==> config.mk <==
export PLATFORM = sky130hd
export DESIGN_NAME = spi_nor_responder
export DESIGN_NICKNAME = d
export VERILOG_FILES = /design/src/rtl/spi_nor_responder_pkg.sv /design/src/rtl/spi_nor_responder_sync.sv /design/src/rtl/spi_nor_responder.sv
export SDC_FILE = /design/constraint.sdc
export NUM_CORES = 1
export LEC_CHECK = 0
export ABC_AREA = 1
export BUFFER_PORTS_ARGS = -buffer_cell sky130_fd_sc_hd__buf_2
export CAP_MARGIN = 20
export CORE_MARGIN = 1.5
export CORE_UTILIZATION = 25
export CTS_CLUSTER_SIZE = 12
export DETAILED_ROUTE_END_ITERATION = 10
export PLACE_DENSITY = 0.49
export SLEW_MARGIN = 0
export SYNTH_ARGS = -nofsm -noshare
export SYNTH_HDL_FRONTEND = slang
export SYNTH_SLANG_ARGS = --single-unit
==> constraint.sdc <==
create_clock -name C25M -period 7.3 [get_ports C25M]
set_clock_uncertainty 0.05 [all_clocks]
set_input_delay 0.73 -clock C25M [delete_from_list [all_inputs] [get_ports C25M]]
set_output_delay 0.73 -clock C25M [all_outputs]
set_load 0.01 [all_outputs]
==> src/rtl/spi_nor_responder_pkg.sv <==
// ----------------------------------------------------------------------------
// spi_nor_responder_pkg
// Shared definitions for the SPI NOR flash responder: supported opcodes,
// the responder state encoding, the debug/observation struct and the
// opcode-to-state decode helper.
// ----------------------------------------------------------------------------
package spi_nor_responder_pkg;

    localparam logic [7:0] OP_READ  = 8'h03;
    localparam logic [7:0] OP_FREAD = 8'h0B;
    localparam logic [7:0] OP_RDID  = 8'h9F;
    localparam logic [7:0] OP_RDSR  = 8'h05;

    typedef enum logic [2:0] {
        ST_CMD    = 3'd0,
        ST_ADDR   = 3'd1,
        ST_DUMMY  = 3'd2,
        ST_DATA   = 3'd3,
        ST_ID     = 3'd4,
        ST_STAT   = 3'd5,
        ST_IGNORE = 3'd6
    } state_t;

    // Observation bundle: FSM state, bit counter and the synchronised pin
    // edges, so bring-up and checkers can see exactly what the core reacted to.
    typedef struct packed {
        state_t     state;
        logic [5:0] bit_cnt;
        logic       fck_rise;
        logic       fck_fall;
        logic       ncs_rise;
        logic       ncs_fall;
        logic       mosi_rise;
        logic       mosi_fall;
    } dbg_t;

    // State entered after the eighth command bit.
    function automatic state_t opcode_state(input logic [7:0] op);
        case (op)
            OP_READ, OP_FREAD: return ST_ADDR;
            OP_RDID:           return ST_ID;
            OP_RDSR:           return ST_STAT;
            default:           return ST_IGNORE;
        endcase
    endfunction

endpackage

==> src/rtl/spi_nor_responder_sync.sv <==
// ----------------------------------------------------------------------------
// spi_pin_sync
// Multi-flop synchroniser for one asynchronous pin, followed by an edge
// detector on the synchronised level.
// Ports:
//   clk_i    system clock
//   rst_i    asynchronous active-high reset (flops load RST_VAL)
//   pin_i    asynchronous pin
//   level_o  synchronised level (STAGES flops after pin_i)
//   rise_o   one-cycle pulse, synchronised level went 0 -> 1
//   fall_o   one-cycle pulse, synchronised level went 1 -> 0
// STAGES must be at least 2.
// ----------------------------------------------------------------------------
module spi_pin_sync #(
    parameter int   STAGES  = 2,
    parameter logic RST_VAL = 1'b0
) (
    input  logic clk_i,
    input  logic rst_i,
    input  logic pin_i,
    output logic level_o,
    output logic rise_o,
    output logic fall_o
);

    logic [STAGES-1:0] sync_q;
    logic              prev_q;

    always_ff @(posedge clk_i or posedge rst_i) begin
        if (rst_i) begin
            sync_q <= {STAGES{RST_VAL}};
            prev_q <= RST_VAL;
        end else begin
            sync_q <= STAGES'({sync_q, pin_i});
            prev_q <= sync_q[STAGES-1];
        end
    end

    assign level_o = sync_q[STAGES-1];
    assign rise_o  = sync_q[STAGES-1] & ~prev_q;
    assign fall_o  = ~sync_q[STAGES-1] & prev_q;

endmodule

==> src/rtl/spi_nor_responder.sv <==
// ----------------------------------------------------------------------------
// spi_nor_responder
// SPI NOR flash stand-in for the flash-master boot path. Decodes mode-0
// opcodes (READ 03, FAST READ 0B, RDID 9F, RDSR 05) and serves read data from
// a fixed-latency byte memory port.
// Ports:
//   C25M     system clock, all logic on posedge
//   RES      asynchronous active-high reset
//   nFCS     chip select, active low, asynchronous
//   FCK      SPI clock (mode 0), asynchronous
//   MOSI     serial data in, MSB first
//   MISO     serial data out, MSB first
//   MISO_OE  MISO pad output enable
//   MemAddr  byte address to backing memory
//   MemRD    one-cycle read strobe
//   MemData  read data, valid MEM_LAT cycles after MemRD
//   Busy     high while selected (synchronised nFCS low)
//   Dbg      FSM state, bit counter and synchronised pin edges
// Memory port: MemRD is a single-cycle strobe with no back-pressure; MemData
// is sampled exactly MEM_LAT cycles later, whatever else is happening.
// ----------------------------------------------------------------------------
module spi_nor_responder
    import spi_nor_responder_pkg::*;
#(
    parameter int          MEM_LAT     = 2,
    parameter logic [23:0] JEDEC_ID    = 24'hEF4018,
    parameter logic [23:0] ADDR_MASK   = 24'hFFFFFF,
    parameter int          SYNC_STAGES = 2
) (
    input  logic        C25M,
    input  logic        RES,
    input  logic        nFCS,
    input  logic        FCK,
    input  logic        MOSI,
    output logic        MISO,
    output logic        MISO_OE,
    output logic [23:0] MemAddr,
    output logic        MemRD,
    input  logic [7:0]  MemData,
    output logic        Busy,
    output dbg_t        Dbg
);

    // ------------------------------------------------------------------
    // Pin synchronisers
    // ------------------------------------------------------------------
    logic ncs_lvl, ncs_rise, ncs_fall;
    logic fck_lvl, fck_rise, fck_fall;
    logic mosi_lvl, mosi_rise, mosi_fall;

    // Chip select resets to the deselected level so Busy reads 0 in reset.
    spi_pin_sync #(.STAGES(SYNC_STAGES), .RST_VAL(1'b1)) u_sync_ncs (
        .clk_i   (C25M),
        .rst_i   (RES),
        .pin_i   (nFCS),
        .level_o (ncs_lvl),
        .rise_o  (ncs_rise),
        .fall_o  (ncs_fall)
    );

    spi_pin_sync #(.STAGES(SYNC_STAGES), .RST_VAL(1'b0)) u_sync_fck (
        .clk_i   (C25M),
        .rst_i   (RES),
        .pin_i   (FCK),
        .level_o (fck_lvl),
        .rise_o  (fck_rise),
        .fall_o  (fck_fall)
    );

    spi_pin_sync #(.STAGES(SYNC_STAGES), .RST_VAL(1'b0)) u_sync_mosi (
        .clk_i   (C25M),
        .rst_i   (RES),
        .pin_i   (MOSI),
        .level_o (mosi_lvl),
        .rise_o  (mosi_rise),
        .fall_o  (mosi_fall)
    );

    // ------------------------------------------------------------------
    // State
    // ------------------------------------------------------------------
    state_t               state_q,    state_d;
    logic [5:0]           bit_cnt_q,  bit_cnt_d;
    logic [7:0]           cmd_q,      cmd_d;
    logic [22:0]          addr_sr_q,  addr_sr_d;
    logic [7:0]           out_sr_q,   out_sr_d;
    logic [1:0]           id_idx_q,   id_idx_d;
    logic                 miso_q,     miso_d;
    logic                 oe_q,       oe_d;
    logic [23:0]          mem_addr_q, mem_addr_d;
    logic                 mem_rd_q,   mem_rd_d;
    logic [MEM_LAT-1:0]   rd_pipe_q,  rd_pipe_d;

    always_ff @(posedge C25M or posedge RES) begin
        if (RES) begin
            state_q    <= ST_CMD;
            bit_cnt_q  <= '0;
            cmd_q      <= '0;
            addr_sr_q  <= '0;
            out_sr_q   <= '0;
            id_idx_q   <= '0;
            miso_q     <= 1'b0;
            oe_q       <= 1'b0;
            mem_addr_q <= '0;
            mem_rd_q   <= 1'b0;
            rd_pipe_q  <= '0;
        end else begin
            state_q    <= state_d;
            bit_cnt_q  <= bit_cnt_d;
            cmd_q      <= cmd_d;
            addr_sr_q  <= addr_sr_d;
            out_sr_q   <= out_sr_d;
            id_idx_q   <= id_idx_d;
            miso_q     <= miso_d;
            oe_q       <= oe_d;
            mem_addr_q <= mem_addr_d;
            mem_rd_q   <= mem_rd_d;
            rd_pipe_q  <= rd_pipe_d;
        end
    end

    // ------------------------------------------------------------------
    // Next-state logic
    // ------------------------------------------------------------------
    always_comb begin
        state_d    = state_q;
        bit_cnt_d  = bit_cnt_q;
        cmd_d      = cmd_q;
        addr_sr_d  = addr_sr_q;
        out_sr_d   = out_sr_q;
        id_idx_d   = id_idx_q;
        miso_d     = miso_q;
        oe_d       = oe_q;
        mem_addr_d = mem_addr_q;
        mem_rd_d   = 1'b0;
        rd_pipe_d  = MEM_LAT'({rd_pipe_q, mem_rd_q});

        // Fetched byte lands in the shift register; the FCK timing limits
        // guarantee this happens between a rise and the following fall.
        if (rd_pipe_q[MEM_LAT-1]) begin
            out_sr_d = MemData;
        end

        if (ncs_lvl) begin
            // Deselect has priority over any FCK edge seen in the same cycle.
            state_d   = ST_CMD;
            bit_cnt_d = '0;
            oe_d      = 1'b0;
            miso_d    = 1'b0;
        end else if (fck_rise) begin
            case (state_q)
                ST_CMD: begin
                    cmd_d = {cmd_q[6:0], mosi_lvl};
                    if (bit_cnt_q == 6'd7) begin
                        bit_cnt_d = '0;
                        state_d   = opcode_state(cmd_d);
                        if (cmd_d == OP_RDID) begin
                            out_sr_d = JEDEC_ID[23:16];
                            id_idx_d = 2'd1;
                        end else if (cmd_d == OP_RDSR) begin
                            out_sr_d = 8'h00;
                        end
                    end else begin
                        bit_cnt_d = bit_cnt_q + 6'd1;
                    end
                end
                ST_ADDR: begin
                    addr_sr_d = {addr_sr_q[21:0], mosi_lvl};
                    if (bit_cnt_q == 6'd23) begin
                        // Fetch immediately; for FAST READ the byte simply
                        // waits in the shift register through the dummy byte.
                        bit_cnt_d  = '0;
                        mem_addr_d = {addr_sr_q, mosi_lvl} & ADDR_MASK;
                        mem_rd_d   = 1'b1;
                        state_d    = (cmd_q == OP_FREAD) ? ST_DUMMY : ST_DATA;
                    end else begin
                        bit_cnt_d = bit_cnt_q + 6'd1;
                    end
                end
                ST_DUMMY: begin
                    if (bit_cnt_q == 6'd7) begin
                        bit_cnt_d = '0;
                        state_d   = ST_DATA;
                    end else begin
                        bit_cnt_d = bit_cnt_q + 6'd1;
                    end
                end
                ST_DATA: begin
                    // Master has taken bit 0: prefetch the next byte.
                    if (bit_cnt_q == 6'd7) begin
                        bit_cnt_d  = '0;
                        mem_addr_d = (mem_addr_q + 24'd1) & ADDR_MASK;
                        mem_rd_d   = 1'b1;
                    end else begin
                        bit_cnt_d = bit_cnt_q + 6'd1;
                    end
                end
                ST_ID: begin
                    if (bit_cnt_q == 6'd7) begin
                        bit_cnt_d = '0;
                        case (id_idx_q)
                            2'd1:    out_sr_d = JEDEC_ID[15:8];
                            2'd2:    out_sr_d = JEDEC_ID[7:0];
                            default: out_sr_d = 8'h00;
                        endcase
                        id_idx_d = (id_idx_q == 2'd3) ? 2'd3 : id_idx_q + 2'd1;
                    end else begin
                        bit_cnt_d = bit_cnt_q + 6'd1;
                    end
                end
                ST_STAT: begin
                    if (bit_cnt_q == 6'd7) begin
                        bit_cnt_d = '0;
                        out_sr_d  = 8'h00;
                    end else begin
                        bit_cnt_d = bit_cnt_q + 6'd1;
                    end
                end
                default: begin
                    // ST_IGNORE: stay silent until deselect.
                end
            endcase
        end else if (fck_fall) begin
            if (state_q == ST_DATA || state_q == ST_ID || state_q == ST_STAT) begin
                miso_d   = out_sr_q[7];
                out_sr_d = {out_sr_q[6:0], 1'b0};
                oe_d     = 1'b1;
            end
        end
    end

    // ------------------------------------------------------------------
    // Outputs
    // ------------------------------------------------------------------
    assign MISO    = miso_q;
    assign MISO_OE = oe_q;
    assign MemAddr = mem_addr_q;
    assign MemRD   = mem_rd_q;
    assign Busy    = ~ncs_lvl;

    always_comb begin
        Dbg           = '0;
        Dbg.state     = state_q;
        Dbg.bit_cnt   = bit_cnt_q;
        Dbg.fck_rise  = fck_rise;
        Dbg.fck_fall  = fck_fall;
        Dbg.ncs_rise  = ncs_rise;
        Dbg.ncs_fall  = ncs_fall;
        Dbg.mosi_rise = mosi_rise;
        Dbg.mosi_fall = mosi_fall;
    end

    // FCK level itself is only consumed through its edges.
    logic unused_fck_lvl;
    assign unused_fck_lvl = fck_lvl;

endmodule

==> run summary <==
internal power consumption - 928 µW
total clock sinks - 88
number of design rule violations left after detail routing - 0
type of destination of the critical path - flip-flop
maximum number of pins on one net before global-route repair - 75
count of cells resized by post-cts repair - 0
utilization after layout - 0.294
final worst path period need - 2.76 ns
Initial Util - 0.256
wire length of the first global-routing pass - 20.8 mm
leakage power summed over all cells - 2.66 nW
power density normalized to cell area - 259 mW/mm²
via density per instance - 4.41
top-level I/O count - 56
count of final max-slew check failures - 0
relative contribution of the clock network to total power - 0.303
Yosys cell types - 35
share of the cycle needed by the critical path after routing - 0.378
detailed-route wire length - 12.4 mm
reported net switching power - 502 µW
finished layout cell area - 0.00551 mm²
via count of the first global-routing pass - 3,972
sequential power share - 0.440
mean instance size in the synthesized netlist - 7.22 µm²
area inside the core boundary - 0.0188 mm²
standard-cell rows - 50
post-synthesis sequential element count - 88
class of the most critical hold timing path - in2async
# Post-CTS Setup Buffers - 0
cell area after synthesis - 0.00480 mm²
number of DRC markers after the initial detailed-route iteration - 250
die footprint - 0.0200 mm²
worst-case vdd ir drop - 0.120 mV
Routed Antenna Nets - 0
Achievable Freq - 362 MHz
layout cell share with drive strength beyond 1 - 0.147
RSZ-0062 raised after global routing - false
number of failing hold endpoints at the final stage - 0
vertical die dimension - 142 µm
final setup fails - 0
Mapped Nets - 680
clock root buffer master - clkbuf_16
# port buffers - 55
Total GRT Usage - 0.131
signed area change from the synthesized netlist to the final layout - 14.8%
Setup TNS Final - 0 ns
CTS Hold Buffers Added - 0
detailed-route via count - 4,176
number of max-cap violations - 0
Critical Path AT - 2.98 ns
maximum level of the CTS H-tree - 3
gate count after technology mapping - 665
antenna violations before repair - 0
Final Non-Filler Cells - 946
run status - completed
slew at the pin closest to its max-slew limit - 0.964 ns
TritonCTS Buffers - 9
layout net count - 723
Worst Path Required - 7.52 ns
average routed wire per standard cell - 13.1 µm
total global routing overflow - 0
final estimated routing congestion in global placement - 0.802
worst skew pair latency - 0.34 ns
number of diodes - 0
Max-slew headroom - 0.357
sequential share of the synthesized area - 0.460
Clock Pin Slew Worst Setup and Hold Paths - 0.07 ns
critical path peak fanout - 31
proportion of total power due to net switching - 0.351
detailed-placement wirelength estimate - 8.87 mm
TritonCTS clock tree - done
Warnings, synthesis - 0
TritonRoute pass-1 iters - 4
number of buffers on the longest clock path - 2
instance area after placement - 0.00524 mm²
share of total power in combinational logic - 0.257
Register-to-Register Setup Slack - 4.54 ns
cell count after placement - 931
Die Wd - 142 µm
crit start category - flip-flop
classification of the worst setup path - reg2reg
[sequential cells by signal, summed over array words and instances (netlist names), 2 cells and up]
name / flops
MemAddr: 24
addr_sr_q: 23
bit_cnt_q: 6
cmd_q: 8
id_idx_q: 2
out_sr_q: 8
rd_pipe_q: 2
state_q: 3
u_sync_fck.sync_q: 2
u_sync_mosi.sync_q: 2
u_sync_ncs.sync_q: 2
[path summary, 6_finish.rpt]
kind / start / to / cells past startpoint
max in group asynchronous: RES / out_sr_q[0]$_DFF_PP0_ / 3
hold / removal: RES / MemAddr[11]$_DFFE_PP0P_ / 2
setup reg to reg: state_q[2]$_DFFE_PP0P_ / MemAddr[5]$_DFFE_PP0P_ / 10
hold reg to reg: u_sync_mosi.sync_q[0]$_DFF_PP0_ / u_sync_mosi.sync_q[1]$_DFF_PP0_ / 0
setup / recovery: state_q[2]$_DFFE_PP0P_ / MemAddr[5]$_DFFE_PP0P_ / 10
min in group C25M: u_sync_mosi.sync_q[0]$_DFF_PP0_ / u_sync_mosi.sync_q[1]$_DFF_PP0_ / 0
[cells in the final DEF (no fill, tap or decap), types with 2 or more instances in the layout]
cell / n
o31ai_2: 2
mux2_2: 5
nand3_2: 2
buf_2: 55
nand3_1: 42
nand2_1: 223
dfstp_2: 3
buf_4: 2
dfrtp_1: 85
nor2_4: 3
nand4_1: 7
inv_2: 10
clkinv_2: 3
inv_1: 69
nor3_1: 2
ha_1: 2
nand2_2: 2
o21ai_1: 28
o21ai_0: 32
nor2_1: 66
nand3b_1: 6
nor2_2: 4
o211ai_1: 2
a21oi_1: 34
clkbuf_16: 9
[cell usage after synthesis]
library cell | n | area [µm²]
o31ai_2 | 2 | 25.0
nand3_1 | 42 | 210
a21boi_1 | 1 | 7.51
mux2_2 | 5 | 56.3
xor2_1 | 1 | 8.76
o21ai_1 | 28 | 140
a31oi_1 | 1 | 6.26
nor2_1 | 67 | 251
nor4_1 | 1 | 6.26
xnor2_1 | 1 | 8.76
nor2_4 | 3 | 33.8
nand3_2 | 2 | 20.0
nand2_1 | 223 | 837
buf_4 | 8 | 60.1
or2_2 | 1 | 6.26
o22ai_1 | 1 | 6.26
buf_6 | 2 | 22.5
nor2_2 | 3 | 18.8
dfstp_2 | 3 | 78.8
nor3_1 | 2 | 10.0
inv_1 | 70 | 263
ha_1 | 2 | 25.0
nand4_1 | 7 | 43.8
o211ai_1 | 2 | 15.0
a21oi_1 | 34 | 170
dfrtp_1 | 85 | 2130
nand2_2 | 2 | 12.5
o21a_1 | 1 | 7.51
buf_2 | 7 | 35.0
clkbuf_1 | 8 | 30.0
inv_2 | 10 | 37.5
o21bai_1 | 1 | 7.51
or2_1 | 1 | 6.26
nand3b_1 | 6 | 45.0
o21ai_0 | 32 | 160
[worst max-delay path: stages, from the launching register on]
cell and delay (ns):
dfrtp_1 0.46, inv_2 0.11, nand2_1 0.09, nor2_2 0.09, buf_4 0.34, nand2_1 0.09, nand2_1 0.08, nand3_2 0.51
inv_2 0.53, o21ai_0 0.17, a21oi_1 0.16
[power groups by stage]
| stage | clock (mW) | combinational (mW) | sequential (mW) |
|---|---|---|---|
| 2_1_floorplan | 0 | 0.261 | 0.631 |
| 3_3_place_gp | 0 | 0.373 | 0.637 |
| 3_5_place_dp | 0 | 0.368 | 0.638 |
| 4_1_cts | 0.449 | 0.370 | 0.629 |
| 5_1_grt | 0.464 | 0.428 | 0.641 |
| 6_report | 0.434 | 0.367 | 0.628 |
[routing by layer]
metal | track usage | wire length [µm] | vias up
met5 | 0 | 0 | -
met4 | 0.0298 | 109 | 0
met3 | 0.0310 | 391 | 11
met2 | 0.203 | 5530 | 66
met1 | 0.184 | 6360 | 1915
li1 | - | - | 2184
[cell families (layout without fill, tap and decap cells)]
logic type      Yosys count  after routing  share of synthesized area
simple gates            360            360                      0.313
compound gates          103            103                      0.114
fa+ha+maj                 2              2                    0.00521
buf+inv                 105            152                     0.0933
flops                    88             88                      0.460
xor+xnor                  2              2                    0.00365
mux                       5              5                     0.0117
[final cells by class]
type | count | area, µm²
clock buffer | 10 | 239
clock inverter | 5 | 31.3
sequential | 88 | 2210
inverter | 80 | 303
tap | 234 | 293
multi-input combinational | 472 | 2150
fill | 2079 | 13300
timing repair buffer | 57 | 290
[through the flow]
stage / worst slack, ns / hold slack [ns] / power [mW]
after detailed placement: 4.56 / 0.286 / 1.01
after global routing: 4.26 / 0.256 / 1.53
final: 4.54 / 0.246 / 1.43
after CTS: 4.54 / 0.243 / 1.45
after floorplan: 4.25 / 0.281 / 0.893
after global placement: 4.59 / 0.283 / 1.01
(Power assumes the default switching activity.)
